[src/rtl/scpu_core.sv]
// scpu_core: single-cycle 32-bit MIPS-subset CPU core.
//
// Every instruction is decoded and executed within one clock. The register
// file write-back and the PC update happen together on the rising edge.
//
// Ports:
//   clk        system clock, rising-edge active
//   reset      asynchronous active-low reset (0 = reset asserted)
//   Data_in    read data from data memory/IO (lw)
//   inst_in    instruction word at address PC_out
//   MIO_ready  bus ready (reserved, ignored)
//   INT        interrupt request (reserved, ignored)
//   PC_out     current PC, byte address
//   Addr_out   ALU result; memory address for lw/sw
//   Data_out   rt read value; store data for sw
//   mem_w      high only while the current instruction is sw
//   CPU_MIO    high while the current instruction is lw or sw
module scpu_core #(
    parameter logic [31:0] RESET_PC = 32'h0000_0000
) (
    input  logic        clk,
    input  logic        reset,
    input  logic [31:0] Data_in,
    input  logic [31:0] inst_in,
    input  logic        MIO_ready,
    input  logic        INT,
    output logic [31:0] PC_out,
    output logic [31:0] Addr_out,
    output logic [31:0] Data_out,
    output logic        mem_w,
    output logic        CPU_MIO
);

    typedef enum logic [3:0] {
        ALU_ADD,
        ALU_SUB,
        ALU_AND,
        ALU_OR,
        ALU_XOR,
        ALU_NOR,
        ALU_SLT,
        ALU_SLL,
        ALU_SRL,
        ALU_LUI
    } alu_op_e;

    // Opcodes
    localparam logic [5:0] OP_RTYPE = 6'h00;
    localparam logic [5:0] OP_J     = 6'h02;
    localparam logic [5:0] OP_JAL   = 6'h03;
    localparam logic [5:0] OP_BEQ   = 6'h04;
    localparam logic [5:0] OP_BNE   = 6'h05;
    localparam logic [5:0] OP_ADDI  = 6'h08;
    localparam logic [5:0] OP_SLTI  = 6'h0A;
    localparam logic [5:0] OP_ANDI  = 6'h0C;
    localparam logic [5:0] OP_ORI   = 6'h0D;
    localparam logic [5:0] OP_XORI  = 6'h0E;
    localparam logic [5:0] OP_LUI   = 6'h0F;
    localparam logic [5:0] OP_LW    = 6'h23;
    localparam logic [5:0] OP_SW    = 6'h2B;

    // R-type function codes
    localparam logic [5:0] FN_SLL = 6'h00;
    localparam logic [5:0] FN_SRL = 6'h02;
    localparam logic [5:0] FN_JR  = 6'h08;
    localparam logic [5:0] FN_ADD = 6'h20;
    localparam logic [5:0] FN_SUB = 6'h22;
    localparam logic [5:0] FN_AND = 6'h24;
    localparam logic [5:0] FN_OR  = 6'h25;
    localparam logic [5:0] FN_XOR = 6'h26;
    localparam logic [5:0] FN_NOR = 6'h27;
    localparam logic [5:0] FN_SLT = 6'h2A;

    // ------------------------------------------------------------------
    // Architectural state
    // ------------------------------------------------------------------
    logic [31:0] pc_q, pc_d;
    logic [31:0] regs_q [32];

    // ------------------------------------------------------------------
    // Instruction fields
    // ------------------------------------------------------------------
    logic [5:0]  opcode;
    logic [4:0]  rs, rt, rd, shamt;
    logic [5:0]  funct;
    logic [15:0] imm16;
    logic [25:0] target26;

    assign opcode   = inst_in[31:26];
    assign rs       = inst_in[25:21];
    assign rt       = inst_in[20:16];
    assign rd       = inst_in[15:11];
    assign shamt    = inst_in[10:6];
    assign funct    = inst_in[5:0];
    assign imm16    = inst_in[15:0];
    assign target26 = inst_in[25:0];

    // Reserved inputs, deliberately not used by this core.
    logic unused_inputs;
    assign unused_inputs = MIO_ready ^ INT;

    // ------------------------------------------------------------------
    // Register file read ports ($0 hard-wired to zero)
    // ------------------------------------------------------------------
    logic [31:0] rs_val, rt_val;

    assign rs_val = (rs == 5'd0) ? '0 : regs_q[rs];
    assign rt_val = (rt == 5'd0) ? '0 : regs_q[rt];

    // ------------------------------------------------------------------
    // Control decode
    // ------------------------------------------------------------------
    alu_op_e     alu_op;
    logic        src_imm;     // ALU operand B from immediate
    logic        imm_zext;    // zero-extend instead of sign-extend
    logic        reg_we;
    logic [4:0]  wr_addr;
    logic        wr_from_mem;
    logic        wr_link;     // jal: write PC+4
    logic        is_lw, is_sw, is_beq, is_bne, is_j, is_jr;

    always_comb begin
        alu_op      = ALU_ADD;
        src_imm     = 1'b0;
        imm_zext    = 1'b0;
        reg_we      = 1'b0;
        wr_addr     = rt;
        wr_from_mem = 1'b0;
        wr_link     = 1'b0;
        is_lw       = 1'b0;
        is_sw       = 1'b0;
        is_beq      = 1'b0;
        is_bne      = 1'b0;
        is_j        = 1'b0;
        is_jr       = 1'b0;

        unique case (opcode)
            OP_RTYPE: begin
                wr_addr = rd;
                reg_we  = 1'b1;
                unique case (funct)
                    FN_ADD:  alu_op = ALU_ADD;
                    FN_SUB:  alu_op = ALU_SUB;
                    FN_AND:  alu_op = ALU_AND;
                    FN_OR:   alu_op = ALU_OR;
                    FN_XOR:  alu_op = ALU_XOR;
                    FN_NOR:  alu_op = ALU_NOR;
                    FN_SLT:  alu_op = ALU_SLT;
                    FN_SLL:  alu_op = ALU_SLL;
                    FN_SRL:  alu_op = ALU_SRL;
                    FN_JR: begin
                        reg_we = 1'b0;
                        is_jr  = 1'b1;
                    end
                    default: reg_we = 1'b0;
                endcase
            end
            OP_ADDI: begin
                alu_op  = ALU_ADD;
                src_imm = 1'b1;
                reg_we  = 1'b1;
            end
            OP_SLTI: begin
                alu_op  = ALU_SLT;
                src_imm = 1'b1;
                reg_we  = 1'b1;
            end
            OP_ANDI: begin
                alu_op   = ALU_AND;
                src_imm  = 1'b1;
                imm_zext = 1'b1;
                reg_we   = 1'b1;
            end
            OP_ORI: begin
                alu_op   = ALU_OR;
                src_imm  = 1'b1;
                imm_zext = 1'b1;
                reg_we   = 1'b1;
            end
            OP_XORI: begin
                alu_op   = ALU_XOR;
                src_imm  = 1'b1;
                imm_zext = 1'b1;
                reg_we   = 1'b1;
            end
            OP_LUI: begin
                alu_op  = ALU_LUI;
                src_imm = 1'b1;
                reg_we  = 1'b1;
            end
            OP_LW: begin
                src_imm     = 1'b1;
                reg_we      = 1'b1;
                wr_from_mem = 1'b1;
                is_lw       = 1'b1;
            end
            OP_SW: begin
                src_imm = 1'b1;
                is_sw   = 1'b1;
            end
            OP_BEQ: begin
                alu_op = ALU_SUB;
                is_beq = 1'b1;
            end
            OP_BNE: begin
                alu_op = ALU_SUB;
                is_bne = 1'b1;
            end
            OP_J: begin
                is_j = 1'b1;
            end
            OP_JAL: begin
                is_j    = 1'b1;
                reg_we  = 1'b1;
                wr_addr = 5'd31;
                wr_link = 1'b1;
            end
            default: ;
        endcase
    end

    // ------------------------------------------------------------------
    // ALU
    // ------------------------------------------------------------------
    logic [31:0] imm_ext, alu_a, alu_b, alu_res;

    assign imm_ext = imm_zext ? {16'h0000, imm16} : {{16{imm16[15]}}, imm16};
    assign alu_a   = rs_val;
    assign alu_b   = src_imm ? imm_ext : rt_val;

    always_comb begin
        alu_res = '0;
        unique case (alu_op)
            ALU_ADD: alu_res = alu_a + alu_b;
            ALU_SUB: alu_res = alu_a - alu_b;
            ALU_AND: alu_res = alu_a & alu_b;
            ALU_OR:  alu_res = alu_a | alu_b;
            ALU_XOR: alu_res = alu_a ^ alu_b;
            ALU_NOR: alu_res = ~(alu_a | alu_b);
            ALU_SLT: alu_res = {31'd0, ($signed(alu_a) < $signed(alu_b))};
            // Shifts operate on rt, not on the rs/imm operand path.
            ALU_SLL: alu_res = rt_val << shamt;
            ALU_SRL: alu_res = rt_val >> shamt;
            ALU_LUI: alu_res = {imm16, 16'h0000};
            default: alu_res = '0;
        endcase
    end

    // ------------------------------------------------------------------
    // Next PC
    // ------------------------------------------------------------------
    logic [31:0] pc_plus4, br_target, j_target;
    logic        rs_eq_rt, br_taken;

    assign pc_plus4  = pc_q + 32'd4;
    assign br_target = pc_plus4 + {imm_ext[29:0], 2'b00};
    assign j_target  = {pc_plus4[31:28], target26, 2'b00};
    assign rs_eq_rt  = (rs_val == rt_val);
    assign br_taken  = (is_beq & rs_eq_rt) | (is_bne & ~rs_eq_rt);

    always_comb begin
        pc_d = pc_plus4;
        if (is_jr) begin
            pc_d = rs_val;
        end else if (is_j) begin
            pc_d = j_target;
        end else if (br_taken) begin
            pc_d = br_target;
        end
    end

    // ------------------------------------------------------------------
    // Write-back
    // ------------------------------------------------------------------
    logic [31:0] wr_data;

    always_comb begin
        wr_data = alu_res;
        if (wr_link) begin
            wr_data = pc_plus4;
        end else if (wr_from_mem) begin
            wr_data = Data_in;
        end
    end

    always_ff @(posedge clk or negedge reset) begin
        if (!reset) begin
            pc_q <= RESET_PC;
            for (int unsigned i = 0; i < 32; i++) begin
                regs_q[i] <= '0;
            end
        end else begin
            pc_q <= pc_d;
            if (reg_we && (wr_addr != 5'd0)) begin
                regs_q[wr_addr] <= wr_data;
            end
        end
    end

    // ------------------------------------------------------------------
    // Outputs
    // ------------------------------------------------------------------
    assign PC_out   = pc_q;
    assign Addr_out = alu_res;
    assign Data_out = rt_val;
    assign mem_w    = is_sw;
    assign CPU_MIO  = is_lw | is_sw;

endmodule

[config.mk]
export PLATFORM = sky130hd
export DESIGN_NAME = scpu_core
export DESIGN_NICKNAME = d
export VERILOG_FILES = /design/src/rtl/scpu_core.sv
export SDC_FILE = /design/constraint.sdc
export NUM_CORES = 2
export LEC_CHECK = 0
export BUFFER_PORTS_ARGS = -buffer_cell sky130_fd_sc_hd__clkbuf_2
export CORE_ASPECT_RATIO = 0.8
export CORE_UTILIZATION = 35
export CTS_CLUSTER_SIZE = 25
export DETAILED_ROUTE_END_ITERATION = 6
export HOLD_SLACK_MARGIN = 0.08
export PLACE_DENSITY = 0.49
export RECOVER_POWER = 25
export SETUP_SLACK_MARGIN = 0.02
export SLEW_MARGIN = 15
export SYNTH_ARGS = -nofsm -noshare
export SYNTH_HDL_FRONTEND = slang
export SYNTH_SLANG_ARGS = --single-unit
export TNS_END_PERCENT = 30
[constraint.sdc]
create_clock -name clk -period 7.79 [get_ports clk]
set_input_delay 0.779 -clock clk [delete_from_list [all_inputs] [get_ports clk]]
set_output_delay 0.779 -clock clk [all_outputs]
set_load 0.005 [all_outputs]
---- After elaboration in Yosys (flattened, before gate mapping) ----
Index checks and enable logic that the tools add are counted.
word-level totals
  output and inout port bits .............. 98
  word-level logic and storage cells ...... 135
  ROM bits ................................ 0
  register bits ........................... 1056
  latch bits .............................. 0
  memories kept ........................... 0
  memory bits (writable) .................. 0
operators by class
  magnitude comparators ................... 5
  eq/ne operators ......................... 31
  multiply operators ...................... 0
  mux-type cells .......................... 34
  reductions and logical operators ........ 14
  divide/modulo/power cells ............... 0
  bitwise logic cells ..................... 12
  add/sub/neg operators ................... 4
  shift operators ......................... 2
operator list
  kind                                                      count
  bitwise mux 1024 bit                                      1
  2-to-1 mux 32 bit                                         14
  binary-select mux 32 bit (select 5 bit)                   2
  one-hot mux 32 bit (10 select lines)                      1
  demux 32 bit (select 5 bit)                               1
  adder 32 bit                                              2
  == test 6 bit, second input constant                      9
  == test 6 x 4 -> 1 bit, second input constant             7
  adder 32 x 3 -> 32 bit, second input constant             1
  bitwise AND 32 bit                                        1
  == test 32 bit                                            1
  less-than comparator 32 bit                               1
  NOT 32 bit                                                1
  OR 32 bit                                                 1
  one-hot mux 4 bit (8 select lines)                        1
  left shift 32 x 5 -> 32 bit                               1
  >> shifter 32 x 5 -> 32 bit                               1
  subtractor 32 bit                                         1
  XOR 32 bit                                                1
  one-hot mux 4 bit (7 select lines)                        1
  == test 6 x 2 -> 1 bit, second input constant             3
  greater-or-equal comparator 6 bit, second input constant  3
  NOT 5 -> 6 bit                                            3
  == test 4 x 3 -> 1 bit, second input constant             4
  other kinds (20)                                          40

---- Logic depth before layout (Yosys ltp) ----
  word-level depth ........................ 12
  depth in mapped cells ................... 27
  mapped depth without buffers ............ 23

---- Worst setup path after synthesis ----
OpenSTA, ideal clock, no wires.
  path kind ............................... input-to-output
  start ................................... in inst_in[16]
  end ..................................... out Addr_out[20]
  arrival ................................. 5.575 ns
  stages on the path ...................... 25
  path buffers ............................ 4
  path slack .............................. 1.436 ns
  data required time ...................... 7.011 ns
  cell sequence ........................... buf_6 > buf_6 > buf_6 > buf_4 > mux2i_1 > o22ai_1 > a2111oi_0 > a21o_1 > nor2_1 > nand2_1 > nand2_1 > ha_1 > inv_1 > fa_1 > nor2b_1 > o31a_1 > o41a_1 > a22o_1 > a311oi_2 > o21ai_1 > and3_1 > a2111oi_0 > o221ai_1 > a2111oi_0 > inv_1
RTL lines
  element                                               RTL line  text
  start: declaration                                    24        input logic [31:0] inst_in,
  NOT 5 -> 6 bit (not written as such)                  108       assign rt_val = (rt == 5'd0) ? '0 : regs_q[rt];
  binary-select mux 32 bit (select 5 bit)               108
  2-to-1 mux 32 bit (not written as such) (2 in a row)  108
  2-to-1 mux 32 bit *                                   108
  via Data_out[0]                                       29        output logic [31:0] Data_out,
  2-to-1 mux 32 bit                                     229       assign alu_b = src_imm ? imm_ext : rt_val;
  subtractor 32 bit or adder 32 bit (tied branches)     235, 234
  one-hot mux 32 bit (10 select lines) *                233       unique case (alu_op)
  end: declaration                                      28        output logic [31:0] Addr_out,
Mark *: on every way through the listed nets, which the timed path passes. The rest lies on a longest branch. The select of a mux whose other input is x is not followed.

---- Final worst setup path ----
  start ................................... in inst_in[16]
  end ..................................... out Addr_out[21]
between the ends
  longest elaborated chain between the ends .. 9
ends and longest elaborated chain
  element                                                                    RTL line
  NOT 5 -> 6 bit (not written as such)                                       108
  binary-select mux 32 bit (select 5 bit)                                    108
  2-to-1 mux 32 bit (not written as such) (2 in a row)                       108
  2-to-1 mux 32 bit *                                                        108
  parallel branches: the longest is 3 deep, another holds subtractor 32 bit  -
  one-hot mux 32 bit (10 select lines) *                                     233
Every way passes the cells marked *. The select of a mux whose other input is x is not followed.

==> run_results.csv <==
group,metric,value,unit
timing,worst_slew_pin_slew,6.12,ns
synthesis,seq_area_frac_synth,39.4,%
layout,area_growth,14.0,%
worst_setup_path,worstPathCellList,"buf_8 > buf_12 > buf_4 > mux4_2 > a22oi_1 > nand4_1 > and3_1 > nand2_1 > nand2_1 > ha_1 > nor3_1 > buf_4 > nand2_1 > nor3b_1 > buf_4 > nor3_2 > nor2_1 > a2111oi_0 > a2111oi_0 > a41o_1 > nand3_1 > clkbuf_2",
timing,setup_violations,0,
synthesis,synthCells,6417,
clock_network,clk_path_buf_depth,3,
route,vias,56800,
worst_setup_path,crit_family,"simple AND/OR/NAND/NOR gates",
pwr,cellLeakagePower,0.0330,uW
layout,fill_cells,18700,
global_route,antenna_found_initial,15,
synthesis,synth_fp_nets,6617,
route,drt-vias-per-instance,6.20,
synthesis,yosysUniqueCellTypes,109,
worst_setup_path,rr_worst_depth,28,
layout,fin_nets,6748,
worst_setup_path,rrSetupSlack,1.18,ns
place,io_buffers,163,
timing,finalHoldViolCount,0,
synthesis,synth_area_per_cell,10.4,sq um
timing,grt_setup_unrepaired,"false",
route,first_pass_iters,6,
clock_network,cts.sink_count,1056,
floorplanning,die_x,491,um
floorplanning,fp-row-count,143,
timing,fin_crit,7.61,ns
global_route,grt_pass1_wl,425000,um
worst_setup_path,cp_slowest_stage_delay,0.55,ns
timing,fin_crit_sh,97.7,%
worst_setup_path,crit_slowest_cell,"nor2_1",
hold_path,min_path_type,"in -> reg",
global_route,grt_max_degree,175,
clock_network,clkTransAtPathRegs,0.06,ns
job,max_cap_violations,1,
timing,clock_skew,0.0463,ns
synthesis,synth_flop_cell,"dfrtp_1",
global_route,grt_use_total,30.6,%
synthesis,async_reset_ff_share,100,%
clock_network,cts_tree,"done",
worst_setup_path,crit_type,"in -> out",
place,dp_hpwl,219000,um
layout,mostFrequentLayoutCells,"dfrtp_1, nand2_1, o21ai_0, mux4_2, buf_4",
clock_network,cts_root_buf,"clkbuf_16",
clock_network,postCtsSetupBuffers,0,
clock_network,numCtsBuffers,108,
route,antenna_left,0,
route,routed_wl,301000,um
synthesis,synthTopCellsByArea,"dfrtp_1, mux4_2, mux2_2, nand2_1, o21ai_0",
global_route,grt_overflow,0,
synthesis,synth.cell_area,0.0670,sq mm
hold_path,hp-start,"Data_in[28]",
floorplanning,ios,166,
global_route,grt_pass1_vias,54400,
layout,drive_above_1_share,26.5,%
layout,final_common_cell,"dfrtp_1",
route,drtIter0Drc,7380,
synthesis,synth_area_leader_cell,"dfrtp_1",
worst_setup_path,worstPathRequired,7.01,ns
worst_setup_path,arrival,6.83,ns
synthesis,synth_seq_cells,1056,
pwr,power_density,225,mW/mm^2
layout,final_util,40.2,%
worst_setup_path,end_kind,"primary output",
route,wl_per_cell,32.8,um
timing,clock.fmax,131,MHz
worst_setup_path,critical_path_buf_inv_count,6,
floorplanning,core-area,0.190,sq mm
worst_setup_path,reg2reg_to,"regs_q[606]",
worst_setup_path,worstReg2RegStart,"regs_q[96]",
place,gp_congestion,1.05,
run_status,status,"finished with violations",
hold_path,whs_path_depth,3,
synthesis,yosysTopAreaCellShare,39.4,%
pwr,vdd_drop_max,0.181,mV
timing,tns,0,ns
layout,seqCellArea,0.0264,sq mm
run_status,violations,"capacitance limit, slew limit",
floorplanning,dieHeight,393,um
hold_path,min_to,"regs_q[28]",
timing,maxSlewHeadroom,-308,%
route,drc_errors,0,
layout,multi_input_area,0.0375,sq mm
clock_network,worstSkewPairLatency,0.78,ns
timing,drv_slew,97,
clock_network,cts_max_level,3,
synthesis,yosys_warnings,0,
worst_setup_path,cp-start-kind,"input pin",
floorplanning,start_util,35.3,%
worst_setup_path,cp_max_fo,28,
floorplanning,fp.dieArea,0.193,sq mm
synthesis,synth_edf_count,0,
==> where the power goes <==
group          leakage (uW)  internal [uW]  total [uW]  switching, uW
combinational        0.0170           2090        5250           3170
sequential           0.0144           6150        6720            570
clock               0.00168           2870        5210           2340
total                0.0330          11100       17200           6080
==> per-layer routing <==
layer / global-route usage, % / part of all wire (%) / vias up
met5: 0 / 0.028 / -
met4: 9.39 / 3.4 / 14
met2: 42.8 / 41 / 2582
li1: - / - / 24100
met3: 8.24 / 9.8 / 482
met1: 45.6 / 46 / 29600
==> worst max path at each step <==
stage	start	to	cells after the start
2_1_floorplan	inst_in[16]	Addr_out[20]	25
3_3_place_gp	inst_in[16]	Addr_out[20]	26
3_5_place_dp	inst_in[16]	Addr_out[20]	26
4_1_cts	inst_in[16]	Addr_out[28]	27
5_1_grt	reset	PC_out[5]	4
6_report	inst_in[16]	Addr_out[21]	22
==> cell type report <==
class	instances	area share, %
clock inverter	20	0.285
sequential	1056	34.6
multi-input combinational	4600	49.0
clock buffer	168	4.22
tap	2537	4.15
inverter	126	0.619
antenna	7	0.0229
timing repair buffer	656	7.08
==> Yosys cell counts (all sizes together) (9+ instances only) <==
cell	number
dfrtp	1056
nand2	915
o21ai	716
mux4	444
clkbuf	411
mux2	390
nor2	273
mux2i	230
buf	224
a21oi	199
a22oi	135
nand3	131
ha	129
o22ai	127
inv	123
nand4	74
o22a	74
xnor2	56
nor3	52
and3	45
a211oi	42
o221ai	39
a21o	38
o211ai	38
a31oi	37
xor2	37
a211o	33
a221oi	28
nor2b	24
a22o	21
nor4	20
nand2b	16
or2	16
or3	16
o21a	15
and2	13
o21bai	13
a222oi	12
nor3b	11
a2111oi	10
o2111ai	10
a311oi	9
o31a	9
o31ai	9
==> cells by family after synthesis <==
group / after synthesis / share of synthesized area [%]
buffers and inverters: 761 / 5.22
DFF: 1056 / 39.4
xor gates and xnor gates: 93 / 1.22
muxes: 1064 / 25.1
AOI/OAI and AO/OA: 1675 / 15.8
and+or+nand+nor: 1636 / 10.7
adders and majority gates: 132 / 2.50
==> what timing repair did <==
item / in CTS / in global routing
endpoints found under the setup margin: 1 / 7
hold buffers: 1 / 0
cloned: 0 / 0
hold endpoints to repair: 14 / 0
gates resized for setup: 1 / 12
pin swaps: 0 / 1
==> state kept, by name, summed over array words and instances, names as in the netlist <==
name    count
PC_out     32
regs_q   1024
==> per-stage QoR <==
step,cells,total power [uW],instance area [sq um],hold WS [ns],worst slack (ns)
floorplan,6417,9670,67000,0.441,1.44
global placement,8974,11800,72900,0.377,-0.0618
detailed placement,8974,11900,72900,0.385,-0.103
CTS,9163,17200,76400,0.328,0.0409
global route,9164,17900,76400,0.365,0.0241
finish,9170,17200,76400,0.379,0.180
==> worst min-delay path, cell delays in order <==
cell and delay, ns:
clkbuf_2 0.11, o221ai_1 0.14, o21ai_0 0.09
Note: power is estimated with default switching activity, not from simulation.
